<file path="src/rtl/signed_addsub_seq.sv">
// Multi-cycle signed adder/subtractor: WIDTH-bit operation computed CHUNK bits per clock.
// Define SATURATE_EN to clamp the result on signed overflow instead of wrapping.
module signed_addsub_seq #(
  parameter int WIDTH = 8,
  parameter int CHUNK = 4
) (
  input  logic             clk,
  input  logic             rst_n,
  input  logic             in_valid,
  output logic             in_ready,
  input  logic [WIDTH-1:0] a,
  input  logic [WIDTH-1:0] b,
  input  logic             sub,
  output logic             out_valid,
  input  logic             out_ready,
  output logic [WIDTH-1:0] r,
  output logic             cout,
  output logic             ovf,
  output logic             zero,
  output logic             neg
);

  localparam int N     = WIDTH / CHUNK;
  localparam int CNT_W = (N > 1) ? $clog2(N) : 1;
  localparam logic [CNT_W-1:0] LAST = CNT_W'(N - 1);

  typedef enum logic [1:0] {IDLE, CALC, DONE} state_t;

  state_t state, state_nxt;

  logic signed [WIDTH-1:0] a_p0;
  logic signed [WIDTH-1:0] b_eff_p0;
  logic                    carry_p0;
  logic [CNT_W-1:0]        cnt_p0;

  logic signed [WIDTH-1:0] r_p1;
  logic                    cout_p1;
  logic                    ovf_p1;
  logic                    zero_p1;
  logic                    neg_p1;

  int                      base;
  logic [CHUNK:0]          chunk_sum;
  logic signed [WIDTH-1:0] r_next;
  logic signed [WIDTH-1:0] r_final;
  logic                    ovf_next;

`ifdef SATURATE_EN
  function automatic logic signed [WIDTH-1:0] clamp(input logic signed [WIDTH-1:0] v,
                                                    input logic o, input logic a_msb);
    if (!o)
      return v;
    return a_msb ? {1'b1, {(WIDTH-1){1'b0}}} : {1'b0, {(WIDTH-1){1'b1}}};
  endfunction
`endif

  always_ff @(posedge clk) begin
    if (!rst_n)
      state <= IDLE;
    else
      state <= state_nxt;
  end

  always_comb begin
    state_nxt = state;
    case (state)
      IDLE:    if (in_valid)      state_nxt = CALC;
      CALC:    if (cnt_p0 == LAST) state_nxt = DONE;
      DONE:    if (out_ready)     state_nxt = IDLE;
      default:                    state_nxt = IDLE;
    endcase
  end

  // Chunk adder: one CHUNK-wide slice per cycle, carry rippled through carry_p0
  always_comb begin
    base      = int'(cnt_p0) * CHUNK;
    chunk_sum = {1'b0, a_p0[base +: CHUNK]} + {1'b0, b_eff_p0[base +: CHUNK]}
              + {{CHUNK{1'b0}}, carry_p0};
    r_next    = r_p1;
    r_next[base +: CHUNK] = chunk_sum[CHUNK-1:0];
    ovf_next  = (a_p0[WIDTH-1] == b_eff_p0[WIDTH-1]) && (r_next[WIDTH-1] != a_p0[WIDTH-1]);
`ifdef SATURATE_EN
    r_final   = clamp(r_next, ovf_next, a_p0[WIDTH-1]);
`else
    r_final   = r_next;
`endif
  end

  // Stage p0: operand capture; stage p1: accumulated result and flags
  always_ff @(posedge clk) begin
    if (!rst_n) begin
      a_p0     <= '0;
      b_eff_p0 <= '0;
      carry_p0 <= 1'b0;
      cnt_p0   <= '0;
      r_p1     <= '0;
      cout_p1  <= 1'b0;
      ovf_p1   <= 1'b0;
      zero_p1  <= 1'b0;
      neg_p1   <= 1'b0;
    end else begin
      case (state)
        IDLE: begin
          if (in_valid) begin
            a_p0     <= a;
            b_eff_p0 <= sub ? ~b : b;
            carry_p0 <= sub;
            cnt_p0   <= '0;
            r_p1     <= '0;
            cout_p1  <= 1'b0;
            ovf_p1   <= 1'b0;
            zero_p1  <= 1'b0;
            neg_p1   <= 1'b0;
          end
        end
        CALC: begin
          r_p1     <= r_next;
          carry_p0 <= chunk_sum[CHUNK];
          cnt_p0   <= cnt_p0 + CNT_W'(1);
          if (cnt_p0 == LAST) begin
            r_p1    <= r_final;
            cout_p1 <= chunk_sum[CHUNK];
            ovf_p1  <= ovf_next;
            zero_p1 <= (r_final == '0);
            neg_p1  <= r_final[WIDTH-1];
          end
        end
        default: ;
      endcase
    end
  end

  assign in_ready  = (state == IDLE);
  assign out_valid = (state == DONE);
  assign r         = r_p1;
  assign cout      = cout_p1;
  assign ovf       = ovf_p1;
  assign zero      = zero_p1;
  assign neg       = neg_p1;

endmodule
</file>
<file path="config.mk">
export PLATFORM = sky130hd
export DESIGN_NAME = signed_addsub_seq
export DESIGN_NICKNAME = d
export VERILOG_FILES = /design/src/rtl/signed_addsub_seq.sv
export SDC_FILE = /design/constraint.sdc
export NUM_CORES = 1
export LEC_CHECK = 0
export ABC_AREA = 1
export CAP_MARGIN = 20
export CORE_ASPECT_RATIO = 0.6
export CORE_MARGIN = 2
export CORE_UTILIZATION = 43
export DETAILED_ROUTE_END_ITERATION = 7
export GPL_TIMING_DRIVEN = 0
export PLACE_DENSITY = 0.68
export SYNTH_ARGS = -nofsm -noshare
export SYNTH_HDL_FRONTEND = slang
export SYNTH_SLANG_ARGS = --single-unit
</file>
<file path="constraint.sdc">
create_clock -name clk -period 2.7 [get_ports clk]
set_input_delay 0.54 -clock clk [delete_from_list [all_inputs] [get_ports clk]]
set_output_delay 0.54 -clock clk [all_outputs]
set_load 0.03 [all_outputs]
</file>
* After elaboration in Yosys (flattened, before gate mapping)
Index checks and enable logic that the tools add are counted.
Cells by class: $add $sub $neg 4, equal/unequal tests 7, shift-type cells 4, mux-type cells 20, bitwise operators 1, reduce and logical (&&, ||, !) cells 8
Operators with widths (number):
- $neg 3->33 | 1
- $shift 4x33->8 const A | 1
- $shiftx 4x33->8 | 1
- $mux 8 | 2
- $pmux 8 s2 | 1
- $shiftx 8x4->4 | 2
- $pmux 1 s2 | 6
- $bwmux 8 | 1
- $logic_not 8->1 | 1
- $not 8->8 | 1
- $mux 1 | 6
- $mux 2 | 3
- $pmux 2 s3 | 1
- $reduce_and 3->1 | 2
- $add 4x4->5 | 1
- $add 5x1->5 | 1
- $ne 2x2->1 const B | 2
- $reduce_and 2->1 | 2
- $eq 2x1->1 const B | 1
- $eq 2x2->1 const B | 1
- $logic_not 2->1 | 1
- $ne 2x1->1 const B | 1
- $reduce_bool 2->1 | 1
- $add 1x1->1 const B | 1
- 3 further kinds | 3
Word-level totals: register bits 32

* Depth between registers and ports, before layout
Gate-level depths: netlist of the first run.
word-level depth 9, mapped depth 16, depth with buffers taken out 15

* Worst setup path after synthesis of the first run
Ideal clock, no wire load.
path kind register -> register, from register cnt_p0, to register zero_p1, in the netlist zero, arrival time 2.304 ns, slack 0.329 ns, stages on the path, launching flop included 14, buffers on the path 2, clock period less this slack 2.371 ns, cell sequence dfxtp_1 > buf_6 > clkbuf_1 > o21ai_0 > fa_1 > inv_1 > fa_1 > inv_1 > o21ai_0 > nor2_1 > nand3_1 > nor2_1 > nand3_1 > a21oi_2
On the way: word-level cells in the longest chain between the ends 8
Ends and longest elaborated chain:
- start, declared | line 34 | logic [CNT_W-1:0] cnt_p0;
- start signal, assigned | line 119 | cnt_p0 <= cnt_p0 + CNT_W'(1);
- $shiftx 8x4->4 | line 77 | chunk_sum = {1'b0, a_p0[base +: CHUNK]} + {1'b0, b_eff_p0[base +: CHUNK]}
- $add 4x4->5 | line 77
- $add 5x1->5 | line 78 | + {{CHUNK{1'b0}}, carry_p0};
- $shiftx 4x33->8 | line 80 | r_next[base +: CHUNK] = chunk_sum[CHUNK-1:0];
- $bwmux 8 | line 80
- $logic_not 8->1 | line 124 | zero_p1 <= (r_final == '0);
- $mux 1 | line 120 | if (cnt_p0 == LAST) begin
- $pmux 1 s2 | line 102 | case (state)
- end signal, assigned | line 124
- end, declared | line 39 | logic zero_p1;
Parallel ways exist; a longest one is shown, timed or not. The select of a mux whose other input is x is not followed. A chain may end at the register's enable or synchronous reset.

* Worst setup path in the final report of the first run
Ends and elaborated chain as after synthesis.

==> results of run 1 <==
[cells in the final DEF (no fill, tap or decap), drive strengths merged]
cell type / count
dfxtp: 32
o21ai: 25
mux2i: 1
o21a: 1
nand2: 50
clkdlybuf4s50: 33
nand3: 15
clkinv: 2
fa: 2
ha: 3
inv: 19
a21oi: 24
nor2: 26
xnor2: 3
xor2: 5
nor3: 2
or2: 4
a211oi: 3
clkbuf: 9
buf: 6
[sequential cells by signal, summed over array words and instances, names as in the netlist]
name / count
cout: 1
r: 8
state: 2
b_eff_p0: 8
carry_p0: 1
ovf: 1
zero: 1
neg: 1
a_p0: 8
cnt_p0: 1
[final cells by class]
type	instances	area, um^2	share of cell area [%]
Multi-Input combinational cell	164	900.9	42.01
Sequential cell	32	641.9	29.93
Timing Repair Buffer	33	330.3	15.40
Inverter	20	77.57	3.617
Clock buffer	6	72.57	3.384
Tap cell	47	58.81	2.742
Buffer	9	57.56	2.684
Clock inverter	1	5.005	0.2334
[power groups by stage]
stage / logic (mW) / clock network [mW] / registers [mW]
2_1_floorplan: 0.221 / 0 / 0.554
3_3_place_gp: 0.336 / 0 / 0.540
3_5_place_dp: 0.339 / 0 / 0.541
4_1_cts: 0.341 / 0.358 / 0.530
5_1_grt: 0.384 / 0.382 / 0.535
6_report: 0.341 / 0.352 / 0.530
[metal layers]
layer	up-vias	routed length, um	GRT usage (%)
met4	0	63	8.201
met1	707	2084	28.39
met5	-	0	0
li1	809	-	-
met2	40	1487	26.46
met3	8	251	5.197
[how the worst min path moves through the flow]
| stage | end | startpoint | slack, ns |
|---|---|---|---|
| detailed placement | b_eff_p0[1] | b_eff_p0[1] | 0.44 |
| global placement | b_eff_p0[2] | b_eff_p0[2] | 0.44 |
| finish | b_eff_p0[1] | b_eff_p0[1] | 0.46 |
| global route | b_eff_p0[3] | b_eff_p0[3] | 0.48 |
| CTS | b_eff_p0[1] | b_eff_p0[1] | 0.45 |
| floorplan | b_eff_p0[1] | b_eff_p0[1] | 0.42 |
[what timing repair did]
action,4_1_cts,5_1_grt
setup endpoints to repair,1,1
gates cloned,0,0
pin swaps,0,1
endpoints found under the hold margin,0,0
resized for setup,1,6
[tightest hold or removal path, delay by kind of cell (launching register included)]
kind | cells | cell delay (ns)
compound gates | 1 | 0.05
buf+inv | 1 | 0.06
flops | 1 | 0.30
[kinds of logic after synthesis]
| group | share of synthesized area (%) |
|---|---|
| and+or+nand+nor | 27.19 |
| AOI/OAI and AO/OA | 17.15 |
| DFF | 38.35 |
| buffers and inverters | 7.864 |
| xor gates and xnor gates | 4.195 |
| adders and majority gates | 4.645 |
| muxes | 0.5993 |
[metrics by stage]
step | setup TNS, ns | util [%] | power [mW] | hold slack (ns) | setup WS, ns
3_3_place_gp | -0.02948 | 55.65 | 0.8758 | 0.4378 | -0.02948
6_report | 0 | 57.94 | 1.223 | 0.4569 | 0.2169
5_1_grt | 0 | 57.94 | 1.301 | 0.4849 | 0.01421
2_1_floorplan | 0 | - | 0.7747 | 0.4238 | 0.3286
3_5_place_dp | -0.06182 | 55.65 | 0.8791 | 0.4418 | -0.06182
4_1_cts | 0 | 57.78 | 1.228 | 0.4517 | 0.09771
==> impl_results.rst, run 1 <==
.. list-table::
   :header-rows: 1

   * - Metric
     - Value
   * - Status
     - complete, no violations
   * - Number of placed instances with taps included
     - 305
   * - Kind of path behind the tightest hold check
     - reg -> reg
   * - Clock latency of the later-clocked register in the worst-skew pair
     - 0.29 ns
   * - Buffers inserted during post-CTS setup optimization
     - 0
   * - Number of global-route vias before repair
     - 1397
   * - Htree depth
     - 2
   * - Antenna diode count
     - 0
   * - Launching element type of the critical path
     - flop
   * - CTS tree
     - done
   * - Timing startpoint of the critical path
     - cnt_p0
   * - # port buffers
     - 33
   * - Cell types with the highest counts after synthesis
     - sky130_fd_sc_hd__nand2_1 (46), sky130_fd_sc_hd__dfxtp_1 (32), sky130_fd_sc_hd__a21oi_1 (22), sky130_fd_sc_hd__nor2_1 (22), sky130_fd_sc_hd__o21ai_0 (22)
   * - Wirelength, routed
     - 3887 um
   * - Slew of the pin with the lowest slew margin
     - 0.4793 ns
   * - Setup repair after global routing missed its margin
     - false
   * - Top flip-flop cell by instance count after synthesis
     - sky130_fd_sc_hd__dfxtp_1
   * - Count of flip-flops with a built-in enable after synthesis
     - 0
   * - Overflow left after global routing
     - 0
   * - Most frequently used cell type in the post-synthesis netlist
     - sky130_fd_sc_hd__nand2_1
   * - DIE HEIGHT
     - 52.28 um
   * - Drt wl/cell
     - 12.46 um
   * - End of the worst register-to-register path
     - zero
   * - Standard-cell rows
     - 17
   * - Core Region
     - 0.003701 mm^2
   * - Count of buffer and inverter cells on the critical path
     - 4
   * - Signed area change from the synthesized netlist to the final layout
     - 28.39%
   * - PwrDens
     - 570.3 mW/mm^2
   * - Final Non-Filler Cells
     - 312
   * - Wire length of the first global-routing pass
     - 6465 um
   * - Clock skew after layout
     - 0.005038 ns
   * - Number of distinct library cells after synthesis
     - 33
   * - Maximum clock path buffer count
     - 2
   * - Detail Route Antenna Nets
     - 0
   * - Global routing usage summed across all routing layers
     - 19.35%
   * - Internal reg-to-reg setup slack
     - 0.22 ns
   * - Clock Root Buffer
     - sky130_fd_sc_hd__clkbuf_8
   * - Start-to-end type of the worst setup path
     - reg -> reg
   * - Register area share after synthesis
     - 38.35%
   * - Vias per cell
     - 5.013
   * - Kind of capture point of the worst setup path
     - flop
   * - Chain of cells forming the critical path
     - buf_6, buf_4, nand2_1, o21ai_0, fa_2, inv_2, fa_1, inv_1, o21ai_0, nor2_1, nand3_1, nor2_1, nand3_1, a21oi_2
   * - Non-Filler Cell Area, Final
     - 0.002145 mm^2
   * - Initial antenna violation count
     - 0
   * - Post-synthesis register bit count
     - 32
   * - Remaining max-slew budget at the tightest pin
     - 68.04%
   * - Share of Yosys cell area claimed by the top area cell type
     - 38.35%
   * - Count of final setup violators
     - 0
   * - Register clock-pin slew on the reported worst setup and hold paths
     - 0.07 ns
   * - Fraction of layout cells with a size suffix above 1
     - 13.21%
   * - Cell taking the most area after synthesis
     - sky130_fd_sc_hd__dfxtp_1
   * - Switching part of the total
     - 32.70%
   * - Stage delay of the slowest cell on the critical path
     - 0.40 ns
   * - Int Power
     - 823.1 uW
   * - Placer's final routability congestion estimate
     - 0.8348
   * - WP data arrival
     - 2.71 ns
   * - Filler cells
     - 389
   * - Number of max-slew violations in the final report
     - 0
   * - DR iter-0 viols
     - 89
   * - End of the critical path
     - zero
   * - Cell area after synthesis
     - 0.001670 mm^2
   * - Fin crit share
     - 91.97%
   * - Static leakage
     - 0.8460 nW
   * - Min-Delay Path Depth
     - 2
   * - Data required, critical path
     - 2.92 ns
   * - Number of buffers created by CTS
     - 5
   * - Number of instances in the synthesized netlist
     - 225
   * - Worst r2r path cells
     - 14
   * - DRC errors left
     - 0
   * - Minimum period implied by the final worst setup slack
     - 2.483 ns
   * - Switching Power
     - 399.8 uW
   * - Worst path top cell family by delay
     - adder cells
   * - Highest clock rate
     - 402.7 MHz
   * - Net count of the mapped netlist
     - 251
   * - Fraction of power consumed by sequential logic
     - 43.3%
   * - Initial core utilization
     - 45.13%
   * - IO Count
     - 35
   * - Maxcap violations
     - 0
   * - Count of TritonRoute iterations in the first routing pass
     - 4
   * - Number of vias after detailed routing
     - 1564
   * - Max FO, Critical Path
     - 10
   * - Pin count of the biggest net entering global routing
     - 11
   * - Final Net Count
     - 291
   * - Detail Placement HPWL
     - 2949 um
   * - Share of synthesized flip-flops with an asynchronous set or reset
     - 0%
   * - Stages on the worst setup path
     - 14
   * - Synth warn
     - 0
   * - Share of power burned in the clock network
     - 28.8%
   * - Area post-placement
     - 0.002059 mm^2
   * - Full die area
     - 0.004415 mm^2
   * - Clock Sinks
     - 32
   * - Mean instance size in the synthesized netlist
     - 7.424 um^2
   * - RR Startpoint
     - cnt_p0
   * - Maximum resistive drop on vdd
     - 0.0002722 V
   * - Hold violation total from the final report
     - 0
   * - Synth area leaders
     - sky130_fd_sc_hd__dfxtp_1 (38%), sky130_fd_sc_hd__nand2_1 (10%), sky130_fd_sc_hd__a21oi_1 (6.6%)
   * - Combinational share of power
     - 27.9%
   * - Slowest cell on crit path
     - sky130_fd_sc_hd__fa_1
   * - Hold buffer count at CTS
     - 0
   * - Horizontal extent of the die
     - 84.46 um
(Power assumes the default switching activity.)
==> inputs of run 2 (changes only) <==
--- a/config.mk
+++ b/config.mk
@@ -11,8 +11,9 @@
 export CORE_MARGIN = 2
 export CORE_UTILIZATION = 43
 export DETAILED_ROUTE_END_ITERATION = 7
+export DONT_BUFFER_PORTS = 1
 export GPL_TIMING_DRIVEN = 0
-export PLACE_DENSITY = 0.68
+export PLACE_DENSITY = 0.57
 export SYNTH_ARGS = -nofsm -noshare
 export SYNTH_HDL_FRONTEND = slang
 export SYNTH_SLANG_ARGS = --single-unit
==> impl_results.rst, run 2 (synthesized netlist as in run 1, its figures left out) <==
.. list-table::
   :header-rows: 1

   * - Metric
     - Value
   * - Status
     - complete, no violations
   * - Initial antenna violation count
     - 0
   * - Combinational share of power
     - 23.6%
   * - Max FO, Critical Path
     - 10
   * - Placer's final routability congestion estimate
     - 0.8288
   * - Share of power burned in the clock network
     - 29.7%
   * - Chain of cells forming the critical path
     - buf_6, buf_6, o21ai_0, fa_1, inv_2, fa_1, inv_1, o21ai_0, nor2_1, nand3_1, nor2_1, nand3_1, a21oi_2
   * - Number of vias after detailed routing
     - 1393
   * - Final Non-Filler Cells
     - 279
   * - Maxcap violations
     - 0
   * - Clock Root Buffer
     - sky130_fd_sc_hd__clkbuf_8
   * - # port buffers
     - 0
   * - Setup repair after global routing missed its margin
     - false
   * - PwrDens
     - 648.3 mW/mm^2
   * - Clock Sinks
     - 32
   * - Maximum clock path buffer count
     - 2
   * - Antenna diode count
     - 0
   * - Minimum period implied by the final worst setup slack
     - 2.505 ns
   * - Hold wc startpoint
     - rst_n
   * - Detail Placement HPWL
     - 2943 um
   * - Full die area
     - 0.004415 mm^2
   * - Count of final setup violators
     - 0
   * - Vias per cell
     - 4.993
   * - Total area of multi-input combinational cells
     - 898.4 um^2
   * - Hold violation total from the final report
     - 0
   * - Number of placed instances with taps included
     - 272
   * - Wire length of the first global-routing pass
     - 6313 um
   * - Maximum resistive drop on vdd
     - 0.0003382 V
   * - Pin count of the biggest net entering global routing
     - 11
   * - Slowest cell on crit path
     - sky130_fd_sc_hd__fa_1
   * - Most common library cell in the layout ignoring fill and taps
     - sky130_fd_sc_hd__nand2_1
   * - Global routing usage summed across all routing layers
     - 19.29%
   * - Start-to-end type of the worst setup path
     - reg -> reg
   * - Register clock-pin slew on the reported worst setup and hold paths
     - 0.07 ns
   * - Static leakage
     - 0.7233 nW
   * - Highest-count cells in the layout ignoring fill and taps
     - sky130_fd_sc_hd__nand2_1 (46), sky130_fd_sc_hd__dfxtp_1 (32), sky130_fd_sc_hd__o21ai_0 (22), sky130_fd_sc_hd__nor2_1 (22), sky130_fd_sc_hd__a21oi_1 (22)
   * - Core Region
     - 0.003701 mm^2
   * - Number of global-route vias before repair
     - 1278
   * - Sum of internal, switching and leakage power
     - 1.176 mW
   * - Detail Route Antenna Nets
     - 0
   * - Final setup slack of the worst path
     - 0.1950 ns
   * - Count of TritonRoute iterations in the first routing pass
     - 4
   * - Initial core utilization
     - 45.13%
   * - WP data arrival
     - 2.73 ns
   * - Stage delay of the slowest cell on the critical path
     - 0.41 ns
   * - Standard-cell rows
     - 17
   * - Number of buffers created by CTS
     - 5
   * - Worst r2r path cells
     - 13
   * - Number of max-slew violations in the final report
     - 0
   * - Highest clock rate
     - 399.2 MHz
   * - Fraction of layout cells with a size suffix above 1
     - 14.22%
   * - DR iter-0 viols
     - 70
   * - Htree depth
     - 2
   * - Minimum setup slack after placement
     - -0.09588 ns
   * - Sequential cell area
     - 640.6 um^2
   * - RR Startpoint
     - cnt_p0
   * - End of the worst register-to-register path
     - zero
   * - Kind of path behind the tightest hold check
     - in -> reg
   * - Wirelength, routed
     - 3958 um
   * - Final Net Count
     - 258
   * - Switching Power
     - 393.4 uW
   * - Fraction of power consumed by sequential logic
     - 46.7%
   * - Buffers inserted during post-CTS setup optimization
     - 0
   * - Clock skew after layout
     - 0.006072 ns
   * - Remaining max-slew budget at the tightest pin
     - 63.11%
   * - Data required, critical path
     - 2.92 ns
   * - Drt wl/cell
     - 14.19 um
   * - DIE HEIGHT
     - 52.28 um
   * - Switching part of the total
     - 33.45%
   * - Fin crit share
     - 92.78%
   * - Launching element type of the critical path
     - flop
   * - Int Power
     - 782.8 uW
   * - Overflow left after global routing
     - 0
   * - Worst Hold Endpoint
     - b_eff_p0[1]
   * - Non-Filler Cell Area, Final
     - 0.001814 mm^2
   * - Horizontal extent of the die
     - 84.46 um
   * - Slew of the pin with the lowest slew margin
     - 0.5513 ns
   * - Filler cells
     - 394
   * - CTS tree
     - done
   * - DRC errors left
     - 0
   * - Clock latency of the later-clocked register in the worst-skew pair
     - 0.29 ns
   * - Min-Delay Path Depth
     - 2
   * - Area post-placement
     - 0.001729 mm^2
   * - Final core utilization
     - 49.02%
   * - Internal reg-to-reg setup slack
     - 0.20 ns
   * - Signed area change from the synthesized netlist to the final layout
     - 8.614%
   * - IO Count
     - 35
   * - Kind of capture point of the worst setup path
     - flop
==> run 2: timing repair <==
item / in CTS / in global routing
hold buffers: 0 / 0
endpoints found under the setup margin: 1 / 1
resized for setup: 1 / 5
pin swaps: 0 / 1
hold endpoints to repair: 0 / 0
==> run 2: worst max-delay path by stage <==
| stage | start | endpoint | slack, ns | depth (start not counted) |
|---|---|---|---|---|
| CTS | cnt_p0 | zero | 0.07 | 13 |
| global route | cnt_p0 | zero | 0.02 | 13 |
| finish | cnt_p0 | zero | 0.20 | 13 |
| detailed placement | cnt_p0 | zero | -0.1 | 13 |
| global placement | cnt_p0 | zero | -0.07 | 13 |
| floorplan | cnt_p0 | zero | 0.33 | 13 |
==> run 2: layout make-up <==
| cell class | instances | area share [%] |
|---|---|---|
| clock inverters | 1 | 0.2759 |
| clock buffers | 6 | 4.000 |
| multi-input cells | 164 | 49.52 |
| plain buffers | 9 | 3.379 |
| inverters | 20 | 4.276 |
| flip-flops and latches | 32 | 35.31 |
| well taps | 47 | 3.241 |
==> run 2: power groups by stage <==
| stage | clock network [mW] | registers (mW) | logic [mW] |
|---|---|---|---|
| 6_report | 0.350 | 0.549 | 0.278 |
| 5_1_grt | 0.376 | 0.554 | 0.315 |
| 4_1_cts | 0.355 | 0.549 | 0.277 |
| 3_5_place_dp | 0 | 0.559 | 0.276 |
| 3_3_place_gp | 0 | 0.559 | 0.276 |
| 2_1_floorplan | 0 | 0.554 | 0.221 |
==> run 2: worst max-delay path, delay by kind of cell, from the launching register on <==
kind | cells | cell delay, ns
flip-flops | 1 | 0.36
adder cells (fa/ha/maj) | 2 | 0.81
AO/OA/AOI/OAI | 3 | 0.33
buffers and inverters | 4 | 0.47
AND/OR/NAND/NOR | 4 | 0.46
==> run 2: per-layer routing <==
metal | track usage [%] | routed length, um | up-vias
li1 | - | - | 747
met1 | 28.57 | 2234 | 607
met2 | 25.40 | 1440 | 32
met3 | 6.457 | 228 | 7
met4 | 7.143 | 55 | 0
met5 | 0 | 0 | -
==> run 2: metrics by stage <==
| stage | hold WS, ns | TNS [ns] |
|---|---|---|
| 6_report | 0.3963 | 0 |
| 5_1_grt | 0.3827 | 0 |
| 4_1_cts | 0.3889 | 0 |
| 3_5_place_dp | 0.4507 | -0.09588 |
| 3_3_place_gp | 0.4474 | -0.06879 |
| 2_1_floorplan | 0.4238 | 0 |
==> inputs of run 3 (changes only) <==
--- a/config.mk
+++ b/config.mk
@@ -6,7 +6,6 @@
 export NUM_CORES = 1
 export LEC_CHECK = 0
 export ABC_AREA = 1
-export CAP_MARGIN = 20
 export CORE_ASPECT_RATIO = 0.6
 export CORE_MARGIN = 2
 export CORE_UTILIZATION = 43
==> results of run 3 <==
Same layout as run 2: the final DEF is identical, and so are final timing and power.
